## src/rtl/mem_access_pkg.sv

```systemverilog
// Shared types for the memory stage: access control, pipeline register
// payloads, the M/W bubble constant and the access FSM state encoding.
package mem_access_pkg;

   localparam int DATA_W = 32;
   localparam int REG_W  = 5;

   typedef enum logic [1:0] {
      SZ_BYTE = 2'd0,
      SZ_HALF = 2'd1,
      SZ_WORD = 2'd2
   } MemSize;

   typedef struct packed {
      logic   mem_read;
      logic   mem_write;
      MemSize size;
      logic   sign;
   } M_ctrl;

   typedef struct packed {
      logic [REG_W-1:0]  dst;
      logic [DATA_W-1:0] addr;
      logic [DATA_W-1:0] val;
   } M_data;

   typedef struct packed {
      logic reg_write;
      logic mem_to_reg;
   } MW_ctrl;

   typedef struct packed {
      logic [REG_W-1:0]  dst;
      logic [DATA_W-1:0] val;
   } W_data;

   localparam MW_ctrl MW_BUBBLE = '0;

   typedef enum logic {
      IDLE = 1'b0,
      REQ  = 1'b1
   } MemState;

   // Half accesses need an even address, word accesses a 4-byte aligned one.
   function automatic logic is_misaligned(input MemSize size, input logic [1:0] offset);
      return ((size == SZ_HALF) && offset[0]) ||
             ((size == SZ_WORD) && (offset != 2'b00));
   endfunction

endpackage

```

## src/rtl/mem_access_lane_align.sv

```systemverilog
// Byte-lane steering for the memory stage: builds store byte enables and
// replicated store data, and extracts/extends load data from a 32-bit word.
module mem_lane_align
   import mem_access_pkg::*;
(
   input  MemSize      size,
   input  logic        sign,
   input  logic [1:0]  offset,
   input  logic [31:0] store_val,
   input  logic [31:0] rdata,
   output logic [3:0]  be,
   output logic [31:0] wdata,
   output logic [31:0] load_val
);

   logic [31:0] shifted;

   // Store side: enable only the addressed lanes, replicate data into every lane.
   always_comb begin
      be    = 4'b1111;
      wdata = store_val;
      case (size)
         SZ_BYTE: begin
            be    = 4'b0001 << offset;
            wdata = {4{store_val[7:0]}};
         end
         SZ_HALF: begin
            be    = offset[1] ? 4'b1100 : 4'b0011;
            wdata = {2{store_val[15:0]}};
         end
         default: begin
            be    = 4'b1111;
            wdata = store_val;
         end
      endcase
   end

   // Load side: move the addressed lane down to bit 0, then trim and extend.
   always_comb begin
      shifted  = rdata >> {offset, 3'b000};
      load_val = shifted;
      case (size)
         SZ_BYTE: load_val = {{24{sign & shifted[7]}}, shifted[7:0]};
         SZ_HALF: load_val = {{16{sign & shifted[15]}}, shifted[15:0]};
         default: load_val = shifted;
      endcase
   end

endmodule

```

## src/rtl/mem_access.sv

```systemverilog
// Memory pipeline stage: issues loads/stores on a req/ack data port, stalls
// the upstream pipe until the access completes, and registers the M/W
// boundary. Optional macro MEM_TIMEOUT_EN adds a REQ-cycle watchdog that
// aborts a hung access and reports it on bus_err.
module mem_access
   import mem_access_pkg::*;
#(
   parameter int DATA_W         = 32,
   parameter int TIMEOUT_CYCLES = 64
) (
   input  logic              clk,
   input  logic              rst,
   input  M_ctrl             m_ctrl,
   input  M_data             m_data,
   input  MW_ctrl            mw_ctrl_in,
   output logic              dmem_req,
   output logic              dmem_we,
   output logic [DATA_W-1:0] dmem_addr,
   output logic [3:0]        dmem_be,
   output logic [DATA_W-1:0] dmem_wdata,
   input  logic              dmem_ack,
   input  logic [DATA_W-1:0] dmem_rdata,
   output logic              stall,
   output logic [DATA_W-1:0] m_fwd,
   output W_data             w_data,
   output MW_ctrl            mw_ctrl_out,
`ifdef MEM_TIMEOUT_EN
   output logic              bus_err,
`endif
   output logic              misalign_exc
);

   MemState     state_q, state_d;
   logic        mem_op, misaligned, start_access, timeout_hit;

   logic [31:0] addr_q, wdata_q;
   logic        we_q, sign_q;
   logic [3:0]  be_q;
   MemSize      size_q;
   logic [4:0]  dst_q;
   MW_ctrl      ctrl_q;

   MemSize      lane_size;
   logic        lane_sign;
   logic [1:0]  lane_off;
   logic [3:0]  lane_be;
   logic [31:0] lane_wdata, lane_load;

   // Decode the incoming operation and decide whether a bus access starts now.
   always_comb begin
      mem_op       = m_ctrl.mem_read | m_ctrl.mem_write;
      misaligned   = mem_op & is_misaligned(m_ctrl.size, m_data.addr[1:0]);
      start_access = (state_q == IDLE) & mem_op & ~misaligned;
   end

   // The lane unit sees the live instruction in IDLE and the latched one in REQ.
   always_comb begin
      lane_size = (state_q == REQ) ? size_q : m_ctrl.size;
      lane_sign = (state_q == REQ) ? sign_q : m_ctrl.sign;
      lane_off  = (state_q == REQ) ? addr_q[1:0] : m_data.addr[1:0];
   end

   mem_lane_align u_lane (
      .size      (lane_size),
      .sign      (lane_sign),
      .offset    (lane_off),
      .store_val (m_data.val),
      .rdata     (dmem_rdata),
      .be        (lane_be),
      .wdata     (lane_wdata),
      .load_val  (lane_load)
   );

`ifdef MEM_TIMEOUT_EN
   localparam logic [7:0] TIMEOUT_LAST = 8'(TIMEOUT_CYCLES - 1);
   logic [7:0] tmo_cnt;

   // Watchdog: counts unanswered REQ cycles; an ack in the expiry cycle wins.
   always_ff @(posedge clk or negedge rst) begin
      if (!rst) begin
         tmo_cnt <= '0;
         bus_err <= 1'b0;
      end else begin
         bus_err <= timeout_hit;
         if (start_access)
            tmo_cnt <= '0;
         else if ((state_q == REQ) && !dmem_ack)
            tmo_cnt <= tmo_cnt + 8'd1;
      end
   end

   assign timeout_hit = (state_q == REQ) & ~dmem_ack & (tmo_cnt == TIMEOUT_LAST);
`else
   assign timeout_hit = 1'b0;
`endif

   // State register for the access FSM.
   always_ff @(posedge clk or negedge rst) begin
      if (!rst)
         state_q <= IDLE;
      else
         state_q <= state_d;
   end

   // Next-state and stall: hold upstream from access start until ack or abort.
   always_comb begin
      state_d = state_q;
      stall   = 1'b0;
      case (state_q)
         IDLE: begin
            if (start_access) begin
               state_d = REQ;
               stall   = 1'b1;
            end
         end
         REQ: begin
            if (dmem_ack) begin
               state_d = IDLE;
            end else if (timeout_hit) begin
               state_d = IDLE;
            end else begin
               stall = 1'b1;
            end
         end
         default: state_d = IDLE;
      endcase
   end

   // M/W boundary and latched access: every stalled cycle emits a bubble.
   always_ff @(posedge clk or negedge rst) begin
      if (!rst) begin
         addr_q       <= '0;
         wdata_q      <= '0;
         we_q         <= 1'b0;
         be_q         <= '0;
         size_q       <= SZ_BYTE;
         sign_q       <= 1'b0;
         dst_q        <= '0;
         ctrl_q       <= MW_BUBBLE;
         w_data       <= '0;
         mw_ctrl_out  <= MW_BUBBLE;
         misalign_exc <= 1'b0;
      end else begin
         misalign_exc <= 1'b0;
         case (state_q)
            IDLE: begin
               if (start_access) begin
                  addr_q      <= m_data.addr;
                  we_q        <= m_ctrl.mem_write;
                  be_q        <= m_ctrl.mem_write ? lane_be : 4'b0000;
                  wdata_q     <= lane_wdata;
                  size_q      <= m_ctrl.size;
                  sign_q      <= m_ctrl.sign;
                  dst_q       <= m_data.dst;
                  ctrl_q      <= mw_ctrl_in;
                  mw_ctrl_out <= MW_BUBBLE;
               end else begin
                  w_data.dst   <= m_data.dst;
                  w_data.val   <= m_data.addr;
                  mw_ctrl_out  <= misaligned ? MW_BUBBLE : mw_ctrl_in;
                  misalign_exc <= misaligned;
               end
            end
            REQ: begin
               if (dmem_ack) begin
                  mw_ctrl_out <= ctrl_q;
                  w_data.dst  <= dst_q;
                  w_data.val  <= we_q ? addr_q : lane_load;
               end else begin
                  mw_ctrl_out <= MW_BUBBLE;
               end
            end
            default: mw_ctrl_out <= MW_BUBBLE;
         endcase
      end
   end

   assign dmem_req   = (state_q == REQ);
   assign dmem_we    = we_q;
   assign dmem_addr  = {addr_q[31:2], 2'b00};
   assign dmem_be    = be_q;
   assign dmem_wdata = wdata_q;
   assign m_fwd      = m_data.addr;

endmodule

```

## config.mk

```make
export PLATFORM = sky130hd
export DESIGN_NAME = mem_access
export DESIGN_NICKNAME = d
export VERILOG_FILES = /design/src/rtl/mem_access_pkg.sv /design/src/rtl/mem_access_lane_align.sv /design/src/rtl/mem_access.sv
export SDC_FILE = /design/constraint.sdc
export NUM_CORES = 1
export LEC_CHECK = 0
export CAP_MARGIN = 10
export CELL_PAD_IN_SITES_DETAIL_PLACEMENT = 1
export CELL_PAD_IN_SITES_GLOBAL_PLACEMENT = 2
export CORE_MARGIN = 3
export CORE_UTILIZATION = 27
export CTS_CLUSTER_DIAMETER = 100
export CTS_CLUSTER_SIZE = 30
export DETAILED_ROUTE_END_ITERATION = 6
export PLACE_DENSITY_LB_ADDON = 0.1
export SLEW_MARGIN = 20
export SYNTH_ARGS = -nofsm -noshare
export SYNTH_HDL_FRONTEND = slang
export SYNTH_HIERARCHICAL = 1
export SYNTH_SLANG_ARGS = --single-unit
export TNS_END_PERCENT = 5
```

## constraint.sdc

```tcl
create_clock -name clk -period 3.6 [get_ports clk]
set_input_delay 1.08 -clock clk [delete_from_list [all_inputs] [get_ports clk]]
set_output_delay 1.08 -clock clk [all_outputs]
set_load 0.005 [all_outputs]
```

Word level (Yosys, flattened, before mapping)
Cells that the tools add are included.
Widths: inputs -> output; s select.
{ "op_classes": {"reduce_logical": 7, "shifts": 2, "bitwise": 8, "n_mux": 21, "eq_ne": 5} }
{ "ops": {"columns": ["operator", "n"], "rows": [
  ["$pmux 32 s2", 2],
  ["$mux 37", 2],
  ["$pmux 37 s2", 1],
  ["$mux 32", 1],
  ["$shr 32x5->32", 1],
  ["$mux 2", 5],
  ["$mux 4", 2],
  ["$pmux 4 s2", 1],
  ["$and 1x1->1", 5],
  ["$mux 1", 5],
  ["$eq 2x1->1 const B", 2],
  ["$ne 2x2->1 const B", 2],
  ["$pmux 2 s2", 1],
  ["$reduce_and 2->1", 2],
  ["$shl 1x2->4 const A", 1],
  ["$eq 2x2->1 const B", 1],
  ["$logic_and 1x1->1", 2],
  ["$logic_not 2->1", 1],
  ["$not 1->1", 2],
  ["$pmux 1 s2", 1],
  ["$reduce_bool 2->1", 1],
  ["$logic_or 1x1->1", 1],
  ["$or 1x1->1", 1]
]} }
{ "totals": {"elab_cells": 58, "inputBits": 111, "register_bits": 120} }

Depth between registers and ports, before layout
Gate-level depths: netlist of run 1.
{ "depth": {"ltp_word": 8, "ltp_mapped": 13} }

Cells and area by module
The synthesis of run 1 kept the hierarchy.
{ "by_module_without_submodules": {"columns": ["mod", "area_each_um2", "instances", "cells_per_inst"], "rows": [
  ["mem_access", 5775.5, 1, 500],
  ["mem_lane_align", 1273.7, 1, 184]
]} }

Worst setup path after synthesis of run 1
OpenSTA, ideal clock, no wires.
{ "synth_path": {"path_kind": "in2out", "startpoint": "input port m_ctrl[1] (netlist bit)", "endpoint": "output port stall", "path_stages": 5, "path_slack_ps": 409, "arrival_ps": 2111, "required_ps": 2520, "cell_sequence": "xor2_1 > a2111oi_4 > or2_1 > buf_4 > buf_4"} }
{ "synth_between": {"elab_chain_cells": 8, "elab_cells_between_ends": 10, "cone_classes": "eq/ne (2); mux (2); bitwise (3); reduce/logical (3)"} }
{ "synth_rtl": {"columns": ["item", "line", "source"], "rows": [
  ["start: declaration", "mem_access.sv:13", "input M_ctrl m_ctrl,"],
  ["$eq 2x1->1 or $eq 2x2->1 (tied branches)", "mem_access_pkg.sv:46, mem_access_pkg.sv:47", null],
  ["$logic_and 1x1->1, on equally long branches", "mem_access_pkg.sv:46, mem_access_pkg.sv:47", null],
  ["$logic_or 1x1->1 (*)", "mem_access_pkg.sv:46", "return ((size == SZ_HALF) && offset[0]) ||"],
  ["$and 1x1->1 (*)", "mem_access.sv:52", "misaligned = mem_op & is_misaligned(m_ctrl.size, m_data.addr[1:0]);"],
  ["$not 1->1 (*)", "mem_access.sv:53", "start_access = (state_q == IDLE) & mem_op & ~misaligned;"],
  ["$and 1x1->1 (*)", "mem_access.sv:53", null],
  ["$mux 1 (*)", "mem_access.sv:111", "if (start_access) begin"],
  ["$pmux 1 s2 (*)", "mem_access.sv:109", "case (state_q)"],
  ["end: declaration", "mem_access.sv:23", "output logic stall,"]
]} }
Mark *: on every way between the ends. The rest lies on a longest branch, timed or not.

Final worst setup path of run 1
{ "layout_path": {"startpoint": "input port m_data[32] (netlist bit)", "endpoint": "output port stall"} }
{ "layout_between": {"elab_chain_cells": 8, "elab_cells_between_ends": 9, "cone_classes": "mux (2); bitwise (3); reduce/logical (4)"} }
{ "layout_rtl": {"columns": ["item", "line", "source"], "rows": [
  ["start: declaration", "mem_access.sv:14", "input M_data m_data,"],
  ["$reduce_bool 2->1", "mem_access_pkg.sv:47", "((size == SZ_WORD) && (offset != 2'b00));"],
  ["$logic_and 1x1->1", "mem_access_pkg.sv:47", null],
  ["$logic_or 1x1->1 (*)", "mem_access_pkg.sv:46", null],
  ["$and 1x1->1 (*)", "mem_access.sv:52", null],
  ["$not 1->1 (*)", "mem_access.sv:53", null],
  ["$and 1x1->1 (*)", "mem_access.sv:53", null],
  ["$mux 1 (*)", "mem_access.sv:111", null],
  ["$pmux 1 s2 (*)", "mem_access.sv:109", null]
]} }
Marks and branches as above.

==> impl_metrics.tcl, run 1 <==
set metrics [dict create \
    syn_avg_cell_area_sq_um 10.31 \
    postRouteAntennaNets 0 \
    antenna_found_initial 6 \
    p_per_area_nw_per_um2 729.5 \
    core_sq_um 25400 \
    cp-end-kind "primary output" \
    ys_seq_area_frac 0.4260 \
    grt_pass1_vias 6493 \
    setup_tns_ns 0 \
    path_clk_slew_ns 0.06 \
    slowest_delay_ns 0.47 \
    fmax_ghz 0.2910 \
    n_fill_cell 2817 \
    cts.sinks 120 \
    timing.rr.end "w_data[28]" \
    syn_area_sq_um 7049 \
    dpl.hpwl_um 17600 \
    clock-root-buffer "clkbuf_16" \
    r2r_slack_ns 0.81 \
    dieWidth_um 167.6 \
    drive_above_1_share 0.2048 \
    min_to "w_data[25]" \
    cp.required_ns 2.52 \
    async_reset_ff_frac 1.000 \
    grt_pass1_wl_um 37940 \
    cts_buffers 17 \
    placed_area_sq_um 9399 \
    wirelength_um 24110 \
    synth_area_leaders "dfrtp_1 43%, mux2_2 17%, o21ai_0 8.4%" \
    path_class "input port to primary output" \
    yosys_warnings 6 \
    grt_setup_unrepaired "no" \
    dr.pass1.iters 4 \
    die_area_sq_um 28080 \
    p_leak_nw 4.068 \
    cts_hold_buf 0 \
    hold_class "flop to flop" \
    wire_per_inst_um 19.96 \
    hold_start "w_data[25]" \
    synth_most_common_cell "dfrtp_1" \
    yosysUniqueCellTypes 39 \
    cap_violations 0 \
    whs_path_depth 2 \
    start_kind "input port" \
    htreeDepth 4 \
    area_growth_pct 41.75 \
    dp_cells 1172 \
    reg2regPathDepth 10 \
    drtIter0Drc 214 \
    syn_inst 684 \
    worstSkewPairLatency_ns 0.42 \
    cp_cell_sequence "clkdlybuf4s50_1 > a2111oi_4 > or2_4 > dlygate4sd2_1" \
    layoutNonFillerInstCount 1208 \
    grt_use_total 0.1724 \
    fin_nets 972 \
    ir_drop_uv 323.2 \
    synthFlopType "dfrtp_1" \
    synth-seq-cells 120 \
    status "finished clean" \
    start_util 0.2775 \
    regToRegStartpoint "dmem_req" \
    slew_headroom 0.5710 \
    post_drt_via_cell_ratio 4.766 \
    grt_max_degree 72 \
    slowest_stage "clkdlybuf4s50_1" \
    drc_errors 0 \
    worst_pin_slew_ns 0.6435 \
    yosysTopAreaCell "dfrtp_1" \
    port_buffers 251 \
    period_needed_ns 3.436 \
    synth_edf_count 0 \
    synthTopCellsByCount "120 x dfrtp_1, 118 x o21ai_0, 105 x mux2_2" \
    synth.top_cell.area_share 0.4260 \
    fin_crit_sh 0.9546 \
    power.total_mw 7.289 \
    cts_max_path_buffers 2 \
    die_h_um 167.6 \
    ioPinCount 254 \
    final_max_slew_viol_count 0 \
    fin_skew_ns 0.006389 \
    cts_tree "done" \
    arrival_ns 2.36 \
    worst_hold_slack_ns 0.5047 \
    setup_violations 0 \
    crit_fanout 2 \
    rows 58 \
    hold_violations 0 \
    vias 5757 \
    design_area_sq_um 9992 \
    gp_congestion 0.7693 \
    grt_overflow_total 0 \
]
## power by group
group | leakage (nW) | internal, mW | switching, mW
combinational | 2.38 | 1.91 | 1.38
sequential | 1.42 | 1.92 | 0.364
clock | 0.265 | 1.02 | 0.687
total | 4.07 | 4.86 | 2.43
## worst max-delay path, delay by kind of cell
family,cells,cell delay [ns]
AOI/OAI and AO/OA,1,0.40
buffers and inverters,2,0.70
and+or+nand+nor,1,0.18
## sequential cells by signal (all words and copies together), names as in the netlist
name	cells
sign_q	1
w_data	37
dmem_be	4
dmem_we	1
size_q	2
dmem_wdata	32
misalign_exc	1
dst_q	5
addr_q	32
dmem_req	1
mw_ctrl_out	2
ctrl_q	2
## metal layers
layer	global-route usage	share of wire
met1	0.2111	0.42
met2	0.2865	0.49
met3	0.05595	0.068
met4	0.05905	0.020
met5	0	0.0014
## cells by family (layout without fill, tap and decap cells)
family / count (synthesis) / in the layout / share of synthesized area
simple gates: 107 / 107 / 0.07632
other cells: 1 / 6 / 0.0005320
compound gates: 164 / 164 / 0.1274
xor+xnor: 2 / 2 / 0.002485
mux: 160 / 160 / 0.2460
buf+inv: 130 / 319 / 0.1212
flops: 120 / 120 / 0.4260
## cell type report
type | count | area [sq um] | share of cell area
antenna | 4 | 10.01 | 0.001002
clock inverter | 14 | 150.1 | 0.01503
timing repair buffer | 282 | 2756 | 0.2759
tap | 330 | 412.9 | 0.04132
sequential | 120 | 3005 | 0.3008
clock buffer | 18 | 429.2 | 0.04295
inverter | 5 | 18.77 | 0.001878
multi-input combinational | 435 | 3209 | 0.3212
## what timing repair did
item,4_1_cts,5_1_grt
endpoints found under the setup margin,54,50
pin swaps,3,0
buffers inserted,0,0
gates resized for setup,8,1
cloned,0,0
endpoints found under the hold margin,0,0
## cells in the final DEF (no fill, tap or decap), drive strengths merged, types with 2 or more instances in the layout
| cell | n |
|---|---|
| nand4 | 10 |
| a21oi | 23 |
| a211oi | 7 |
| or2 | 8 |
| clkdlybuf4s50 | 245 |
| nand2 | 53 |
| bufinv | 2 |
| nor2b | 12 |
| inv | 8 |
| mux2 | 106 |
| clkbuf | 18 |
| diode | 4 |
| o21bai | 4 |
| clkinvlp | 6 |
| mux2i | 54 |
| o21ai | 120 |
| dfrtp | 120 |
| nor2 | 4 |
| conb | 2 |
| clkinv | 3 |
| dlygate4sd2 | 5 |
| buf | 32 |
| a22oi | 7 |
| nand3 | 13 |
## metrics by stage
| stage | util | setup slack [ns] |
|---|---|---|
| floorplan | - | 0.4092 |
| global placement | 0.3700 | -0.4900 |
| detailed placement | 0.3700 | -0.5809 |
| CTS | 0.3929 | 0.09708 |
| global route | 0.3932 | 0.1087 |
| finish | 0.3934 | 0.1635 |
## worst max path at each step
stage,startpoint,to,slack (ns)
after floorplan,m_ctrl[1],stall,0.41
after global placement,m_ctrl[1],addr_q[6],-0.49
after detailed placement,m_ctrl[1],dmem_wdata[7],-0.58
after CTS,m_ctrl[2],dmem_wdata[31],0.1
after global routing,m_data[32],stall,0.11
final,m_data[32],stall,0.16
Power figures use the tool's default switching activity.
==> run 2, diff against run 1 <==
--- a/config.mk
+++ b/config.mk
@@ -5,6 +5,7 @@
 export SDC_FILE = /design/constraint.sdc
 export NUM_CORES = 1
 export LEC_CHECK = 0
+export ABC_CLOCK_PERIOD_IN_PS = 3600
 export CAP_MARGIN = 10
 export CELL_PAD_IN_SITES_DETAIL_PLACEMENT = 1
 export CELL_PAD_IN_SITES_GLOBAL_PLACEMENT = 2
==> results of run 2 <==
No change in the layout: final DEF, timing and power equal those of run 1.
